File: config.mk
export PLATFORM = sky130hd
export DESIGN_NAME = hazard_ctrl_unit
export DESIGN_NICKNAME = d
export VERILOG_FILES = /design/src/rtl/hazard_pkg.sv /design/src/rtl/load_use_detect.sv /design/src/rtl/hazard_ctrl_unit.sv
export SDC_FILE = /design/constraint.sdc
export NUM_CORES = 1
export LEC_CHECK = 0
export CAP_MARGIN = 10
export CORE_AREA = 2 2 39 41
export DETAILED_ROUTE_END_ITERATION = 8
export DIE_AREA = 0 0 41 43
export PLACE_DENSITY_LB_ADDON = 0.2
export SETUP_SLACK_MARGIN = 0.2
export SYNTH_ARGS = -nofsm -noshare
export SYNTH_HDL_FRONTEND = slang
export SYNTH_SLANG_ARGS = --single-unit
File: constraint.sdc
create_clock -name clk -period 2.1 [get_ports clk]
set_input_delay 0.42 -clock clk [delete_from_list [all_inputs] [get_ports clk]]
set_output_delay 0.42 -clock clk [all_outputs]
set_load 0.01 [all_outputs]
File: src/rtl/hazard_pkg.sv
// rtl/hazard_pkg.sv - shared FSM state type and defaults for the pipeline hazard controller
package hazard_pkg;

    typedef enum logic [1:0] {
        RUN        = 2'd0,
        LOAD_STALL = 2'd1,
        FLUSH      = 2'd2,
        MEM_WAIT   = 2'd3
    } hz_state_e;

    localparam int REG_ADDR_W_DEF = 5;

endpackage

File: src/rtl/load_use_detect.sv
// rtl/load_use_detect.sv - flags an ID-stage instruction that reads the destination of a load in EX
module load_use_detect #(
    parameter int REG_ADDR_W = 5
) (
    input  logic [REG_ADDR_W-1:0] id_rs1,
    input  logic [REG_ADDR_W-1:0] id_rs2,
    input  logic [REG_ADDR_W-1:0] ex_rd,
    input  logic                  ex_mem_read,
    output logic                  load_use
);

    // x0 is hardwired to zero, so a load targeting it never creates a dependency
    assign load_use = ex_mem_read && (ex_rd != '0) && ((ex_rd == id_rs1) || (ex_rd == id_rs2));

endmodule

File: src/rtl/hazard_ctrl_unit.sv
// rtl/hazard_ctrl_unit.sv - stall/flush sequencer for the 5-stage core; HAZARD_PERF_CNT_EN adds perf counters
module hazard_ctrl_unit
    import hazard_pkg::*;
#(
    parameter int REG_ADDR_W   = REG_ADDR_W_DEF,
    parameter int FLUSH_CYCLES = 1
`ifdef HAZARD_PERF_CNT_EN
    ,parameter int PERF_CNT_W  = 32
`endif
) (
    input  logic                  clk,
    input  logic                  reset,
    input  logic [REG_ADDR_W-1:0] id_rs1,
    input  logic [REG_ADDR_W-1:0] id_rs2,
    input  logic [REG_ADDR_W-1:0] ex_rd,
    input  logic                  ex_mem_read,
    input  logic                  ex_branch_taken,
    input  logic                  mem_req,
    input  logic                  mem_ready,
    output logic                  pc_en,
    output logic                  ifid_en,
    output logic                  ifid_flush,
    output logic                  idex_flush,
    output logic                  exmem_en,
    output logic [1:0]            state_o
`ifdef HAZARD_PERF_CNT_EN
    ,output logic [PERF_CNT_W-1:0] stall_cycles
    ,output logic [PERF_CNT_W-1:0] flush_cycles
`endif
);

    hz_state_e state, state_n;
    logic [1:0] flush_cnt, flush_cnt_n;
    logic       load_use, lu_eff, mem_stall, do_flush;

    load_use_detect #(.REG_ADDR_W(REG_ADDR_W)) u_load_use_detect (
        .id_rs1      (id_rs1),
        .id_rs2      (id_rs2),
        .ex_rd       (ex_rd),
        .ex_mem_read (ex_mem_read),
        .load_use    (load_use)
    );

    // the instruction in EX right after a load-use stall is the bubble, so its load_use is stale
    assign lu_eff    = load_use && (state != LOAD_STALL);
    assign mem_stall = mem_req && !mem_ready;
    assign do_flush  = (state == FLUSH) || ((state == MEM_WAIT) && mem_ready && (flush_cnt != 2'd0));
    assign state_o   = state;

    always_comb begin
        pc_en       = 1'b0;
        ifid_en     = 1'b0;
        ifid_flush  = 1'b0;
        idex_flush  = 1'b0;
        exmem_en    = 1'b0;
        state_n     = state;
        flush_cnt_n = flush_cnt;
        if ((state == MEM_WAIT) && !mem_ready) begin
            state_n = MEM_WAIT;
        end else if (mem_stall) begin
            state_n = MEM_WAIT;
        end else if (do_flush) begin
            pc_en       = 1'b1;
            ifid_en     = 1'b1;
            exmem_en    = 1'b1;
            ifid_flush  = 1'b1;
            idex_flush  = 1'b1;
            flush_cnt_n = flush_cnt - 2'd1;
            state_n     = (flush_cnt == 2'd1) ? RUN : FLUSH;
        end else if (ex_branch_taken) begin
            pc_en       = 1'b1;
            ifid_en     = 1'b1;
            exmem_en    = 1'b1;
            ifid_flush  = 1'b1;
            idex_flush  = 1'b1;
            flush_cnt_n = 2'(FLUSH_CYCLES - 1);
            state_n     = (FLUSH_CYCLES > 1) ? FLUSH : RUN;
        end else if (lu_eff) begin
            exmem_en    = 1'b1;
            idex_flush  = 1'b1;
            state_n     = LOAD_STALL;
        end else begin
            pc_en       = 1'b1;
            ifid_en     = 1'b1;
            exmem_en    = 1'b1;
            state_n     = RUN;
        end
        if (reset) begin
            pc_en      = 1'b0;
            ifid_en    = 1'b0;
            ifid_flush = 1'b0;
            idex_flush = 1'b0;
            exmem_en   = 1'b0;
        end
    end

    always_ff @(posedge clk or posedge reset) begin
        if (reset) begin
            state     <= RUN;
            flush_cnt <= 2'd0;
        end else begin
            state     <= state_n;
            flush_cnt <= flush_cnt_n;
        end
    end

`ifdef HAZARD_PERF_CNT_EN
    always_ff @(posedge clk or posedge reset) begin
        if (reset) begin
            stall_cycles <= '0;
            flush_cycles <= '0;
        end else begin
            if (!pc_en && (stall_cycles != '1))
                stall_cycles <= stall_cycles + PERF_CNT_W'(1);
            if (ifid_flush && (flush_cycles != '1))
                flush_cycles <= flush_cycles + PERF_CNT_W'(1);
        end
    end
`endif

endmodule

## Word-level counts from Yosys, hierarchy flattened

Cells that the tools add are included.

| cells by class | value |
|---|---|
| $add $sub $neg | 1 |
| eq/ne operators | 6 |
| multiplexer cells | 28 |
| bitwise operators | 2 |
| reduce and logical (&&, ||, !) cells | 14 |

Operators with widths:

| kind | number |
|---|---|
| two-way mux 1 bit | 22 |
| two-way mux 2 bit | 6 |
| equality test 5 bit | 2 |
| logical AND 1 bit | 7 |
| nonzero test 5 bit | 1 |
| equality test 2 bit, second input constant | 2 |
| nonzero test 2 bit | 2 |
| AND reduction 3 bit | 1 |
| equality test 2 x 1 -> 1 bit, second input constant | 1 |
| logical OR 1 bit | 2 |
| inequality test 2 x 1 -> 1 bit, second input constant | 1 |
| inverter 1 bit | 2 |
| subtractor 2 x 1 -> 2 bit, second input constant | 1 |
| zero test 1 bit | 1 |

| word-level totals | value |
|---|---|
| register bits after elaboration | 4 |
| bits of input ports | 21 |
| output and inout port bits | 7 |
| word-level logic and storage cells | 53 |

## Depth between registers and ports, before layout

| logic depth | value |
|---|---|
| depth after elaboration | 10 |
| depth in mapped cells | 7 |
| gate-level depth less buffers | 6 |

## Cells and area by module

From an unflattened synthesis, not the netlist that was laid out.

| second synthesis, totals | value |
|---|---|
| cell total of the unflattened synthesis | 54 |
| area total of the unflattened synthesis | 435.4 um2 |

By module, submodules not included:

| module | times used | cells each | area each (um2) | sequential area each (um2) |
|---|---|---|---|---|
| hazard_ctrl_unit | 1 | 37 | 310.3 | 100.1 |
| load_use_detect | 1 | 17 | 125.1 | 0.0 |

## Least setup slack after synthesis

OpenSTA, ideal clock, no wires.

| timing path | value |
|---|---|
| kind | in2out |
| start | input ex_rd[3] |
| end | output pc_en |
| arrival time | 1478 ps |
| required time | 1680 ps |
| path slack | 202 ps |
| stages | 4 |
| path buffers | 1 |
| cell sequence | or4_4 -> o221ai_2 -> o41a_1 -> buf_4 |

| between the ends | value |
|---|---|
| cells in the longest elaborated chain, start to end | 10 |
| elaborated cells on any way between the ends | 13 |
| those cells by class | eq/ne (2); mux (6); reduce/logical (5) |

Ends and longest elaborated chain:

| element | line | source |
|---|---|---|
| start, declared | hazard_ctrl_unit.sv:15 | `input logic [REG_ADDR_W-1:0] ex_rd,` |
| equality test 5 bit / nonzero test 5 bit (equally long branches) | load_use_detect.sv:13 | `assign load_use = ex_mem_read && (ex_rd != '0) && ((ex_rd == id_rs1) \|\| (ex_rd == id_rs2));` |
| logical OR 1 bit / logical AND 1 bit (equally long branches) | load_use_detect.sv:13 |  |
| logical AND 1 bit (*) | load_use_detect.sv:13 |  |
| logical AND 1 bit (*) | hazard_ctrl_unit.sv:45 | `assign lu_eff = load_use && (state != LOAD_STALL);` |
| two-way mux 1 bit (*) (6 in a row) | - |  |
| end, declared | hazard_ctrl_unit.sv:20 | `output logic pc_en,` |

Every way passes the cells marked *; elsewhere a longest branch is shown, timed or not.

## Final worst setup path

| timing path | value |
|---|---|
| start | input ex_rd[1] |
| end | output ifid_en |

| between the ends | value |
|---|---|
| cells in the longest elaborated chain, start to end | 10 |
| elaborated cells on any way between the ends | 13 |
| those cells by class | eq/ne (2); mux (6); reduce/logical (5) |

Ends and longest elaborated chain:

| element | line | source |
|---|---|---|
| equality test 5 bit / nonzero test 5 bit (equally long branches) | load_use_detect.sv:13 |  |
| logical OR 1 bit / logical AND 1 bit (equally long branches) | load_use_detect.sv:13 |  |
| logical AND 1 bit (*) | load_use_detect.sv:13 |  |
| logical AND 1 bit (*) | hazard_ctrl_unit.sv:45 |  |
| two-way mux 1 bit (*) | hazard_ctrl_unit.sv:78 | `end else if (lu_eff) begin` |
| two-way mux 1 bit (*) | hazard_ctrl_unit.sv:70 | `end else if (ex_branch_taken) begin` |
| two-way mux 1 bit (*) | hazard_ctrl_unit.sv:62 | `end else if (do_flush) begin` |
| two-way mux 1 bit (*) | hazard_ctrl_unit.sv:60 | `end else if (mem_stall) begin` |
| two-way mux 1 bit (*) | hazard_ctrl_unit.sv:58 | `if ((state == MEM_WAIT) && !mem_ready) begin` |
| two-way mux 1 bit (*) | hazard_ctrl_unit.sv:88 | `if (reset) begin` |
| end, declared | hazard_ctrl_unit.sv:21 | `output logic ifid_en,` |

Marks and branches as above.

==> flow_summary.json <==
{
  "htreeDepth": 1,
  "route.detailed.drc": 0,
  "synthFlopType": "dfrtp_1",
  "gp_congestion": 0.701,
  "hold_ws_ns": 0.485,
  "synth_area_per_cell_um2": 8.32,
  "tightest_slew_ns": 0.277,
  "worstPathArrival_ns": 1.57,
  "synth.net_count": 72,
  "ys_seq_area_frac": 0.245,
  "postLayoutSetupSlackWorst_ns": 0.105,
  "whs_path_depth": 1,
  "cts_sinks": 4,
  "power.switching_uw": 198,
  "vdd_drop_max_mv": 0.394,
  "grt_pass1_wl_mm": 1.96,
  "yosys-top-cells-area": "dfrtp_1 25%, xor2_1 21%, ha_1 6.1%, inv_1 4.6%, nor2_1 4.6%",
  "r2r_cells": 8,
  "finalSetupViolCount": 0,
  "hold_class": "reg2reg",
  "comb_power_share": 0.618,
  "netlist_instances": 49,
  "hold_viol": 0,
  "post-synth-top-area-fraction": 0.245,
  "startpoint": "ex_rd[1]",
  "grt_util_all_layers": 0.163,
  "clkTransAtPathRegs_ns": 0.03,
  "fp.coreArea_um2": 1380,
  "p_int_uw": 375,
  "cts-root-buf": "clkbuf_4",
  "dr.max_layer_used": "met4",
  "wl_met3_um": 88,
  "sw_frac_of_total": 0.346,
  "antenna_left": 0,
  "yosysWarnings": 0,
  "via_count": 492,
  "post-route-min-period_ns": 1.99,
  "met1_length_um": 459,
  "synth_edf_count": 0,
  "overflow": 0,
  "period_share": 0.950,
  "cts_made_buffers": 3,
  "cts_tree": "built",
  "power.leakage_nw": 0.417,
  "status": "complete, no violations",
  "start_util": 0.295,
  "ys_ff_latch": 4,
  "crit_fanout": 3,
  "dp_hpwl_um": 925,
  "power_density_nw_per_um2": 672,
  "nNetsFinal": 116,
  "synth_common_cells": "10 x xor2_1, 5 x inv_1, 5 x nor2_1",
  "synth_top_area_cell": "dfrtp_1",
  "final_max_slew_viol_count": 0,
  "wl_met2_um": 674,
  "timing.rr.start": "flush_cnt[0]$_DFFE_PP0P_",
  "ios": 28,
  "grt_pass1_vias": 496,
  "crit_path_start_kind": "input pin",
  "reg2reg_to": "flush_cnt[0]$_DFFE_PP0P_",
  "grt_max_degree": 6,
  "drtPass1Iterations": 4,
  "rows": 14,
  "pre_cts_ws_ns": -0.652,
  "die_h_um": 43,
  "fmax_ghz": 0.501,
  "post_drt_wl_per_cell_um": 11.6,
  "synth_area_um2": 408,
  "async_reset_ff_frac": 1.00,
  "criticalPathCategory": "in2out",
  "io_buffers": 27,
  "die_w_um": 41,
  "cap_violations": 0,
  "drive_gt1_frac": 0.527,
  "r2r_slack_ns": 0.56,
  "grt_antenna_before_repair": 0,
  "vias_per_cell": 4.60,
  "power_frac_seq": 0.215,
  "wl_mm": 1.24,
  "dieArea_um2": 1760,
  "clk_latency_ns": 0.24,
  "cts_buffer_depth": 2,
  "rsz0062_at_grt": "yes",
  "n_antenna_cell": 0,
  "endpoint": "ifid_en",
  "finClkSkew_ns": 0.00242,
  "max-slew-margin-rel": 0.813,
  "clkPwrFrac": 0.167,
  "synthToLayoutAreaGrowth_pct": 109,
  "critPathRequiredTime_ns": 1.68,
  "synth.most_common_cell": "xor2_1",
  "ys_types": 24,
  "crit_path_end_kind": "primary output",
  "drt_iter0_markers": 5
}
## cells by family (layout without fill, tap and decap cells)
logic type / after synthesis / count (layout) / share of synthesized area
compound gates: 10 / 10 / 0.202
simple gates: 16 / 16 / 0.202
flops: 4 / 4 / 0.245
buf+inv: 7 / 49 / 0.0736
xor+xnor: 10 / 10 / 0.215
fa+ha+maj: 2 / 2 / 0.0613
## worst min path at each step
stage | startpoint | to | slack (ns)
final | flush_cnt[1]$_DFFE_PP0P_ | flush_cnt[1]$_DFFE_PP0P_ | 0.49
after global routing | flush_cnt[1]$_DFFE_PP0P_ | flush_cnt[1]$_DFFE_PP0P_ | 0.52
after CTS | flush_cnt[1]$_DFFE_PP0P_ | flush_cnt[1]$_DFFE_PP0P_ | 0.49
after detailed placement | flush_cnt[1]$_DFFE_PP0P_ | flush_cnt[1]$_DFFE_PP0P_ | 0.48
after global placement | flush_cnt[1]$_DFFE_PP0P_ | flush_cnt[1]$_DFFE_PP0P_ | 0.48
after floorplan | reset | flush_cnt[0]$_DFFE_PP0P_ | 0.19
## power by group through the flow
| stage | clock [mW] | sequential, mW | combinational (mW) |
|---|---|---|---|
| global route | 0.103 | 0.127 | 0.394 |
| detailed placement | 0 | 0.119 | 0.309 |
| CTS | 0.0957 | 0.121 | 0.317 |
| global placement | 0 | 0.119 | 0.301 |
| finish | 0.0955 | 0.123 | 0.355 |
| floorplan | 0 | 0.129 | 0.125 |
## timing repair
item	CTS	global route
setup endpoints to repair	5	4
resized for setup	66	26
pin swaps	15	18
gates cloned	0	0
hold buffers	0	0
setup buffers	2	0
## critical path: stages
cell and delay, ns:
buf_2 0.12, xor2_1 0.17, nor3_2 0.20, a22oi_2 0.09
o41a_1 0.42, buf_2 0.15
## layer usage
layer  up-vias  GRT usage
met3         2     0.0314
met2        19      0.284
li1        247          -
met1       224      0.183
met4         0     0.0600
met5         -          0
## sequential cells by signal (all words and copies together) (netlist names)
signal	cells
flush_cnt	2
state_o	2
## area by class of cell
type	instances	area (µm²)
clock buffer	3	22.5
fill	125	531
inverter	5	18.8
multi-input combinational	38	364
sequential	4	100
tap	16	20.0
timing repair buffer	41	328
## cell usage in the layout (no fill, tap or decap), types with 2 or more instances in the layout
cell	n
clkbuf_4	3
buf_2	7
dlygate4sd2_1	4
clkdlybuf4s50_1	4
dfrtp_1	4
buf_6	6
nor2_1	4
inv_1	4
clkbuf_2	4
nor3_2	2
xor2_2	4
nand2_1	2
clkdlybuf4s15_1	4
buf_4	12
xor2_1	6
## through the flow
| stage | util | total power [mW] | cell area [µm²] | setup TNS [ns] | instances |
|---|---|---|---|---|---|
| global route | 0.617 | 0.624 | 853 | 0 | 107 |
| global placement | 0.561 | 0.421 | 777 | -2.44 | 102 |
| floorplan | - | 0.254 | 408 | 0 | 49 |
| CTS | 0.571 | 0.534 | 790 | 0 | 107 |
| finish | 0.617 | 0.573 | 853 | 0 | 107 |
| detailed placement | 0.561 | 0.427 | 777 | -2.50 | 102 |
(Power assumes the default switching activity.)
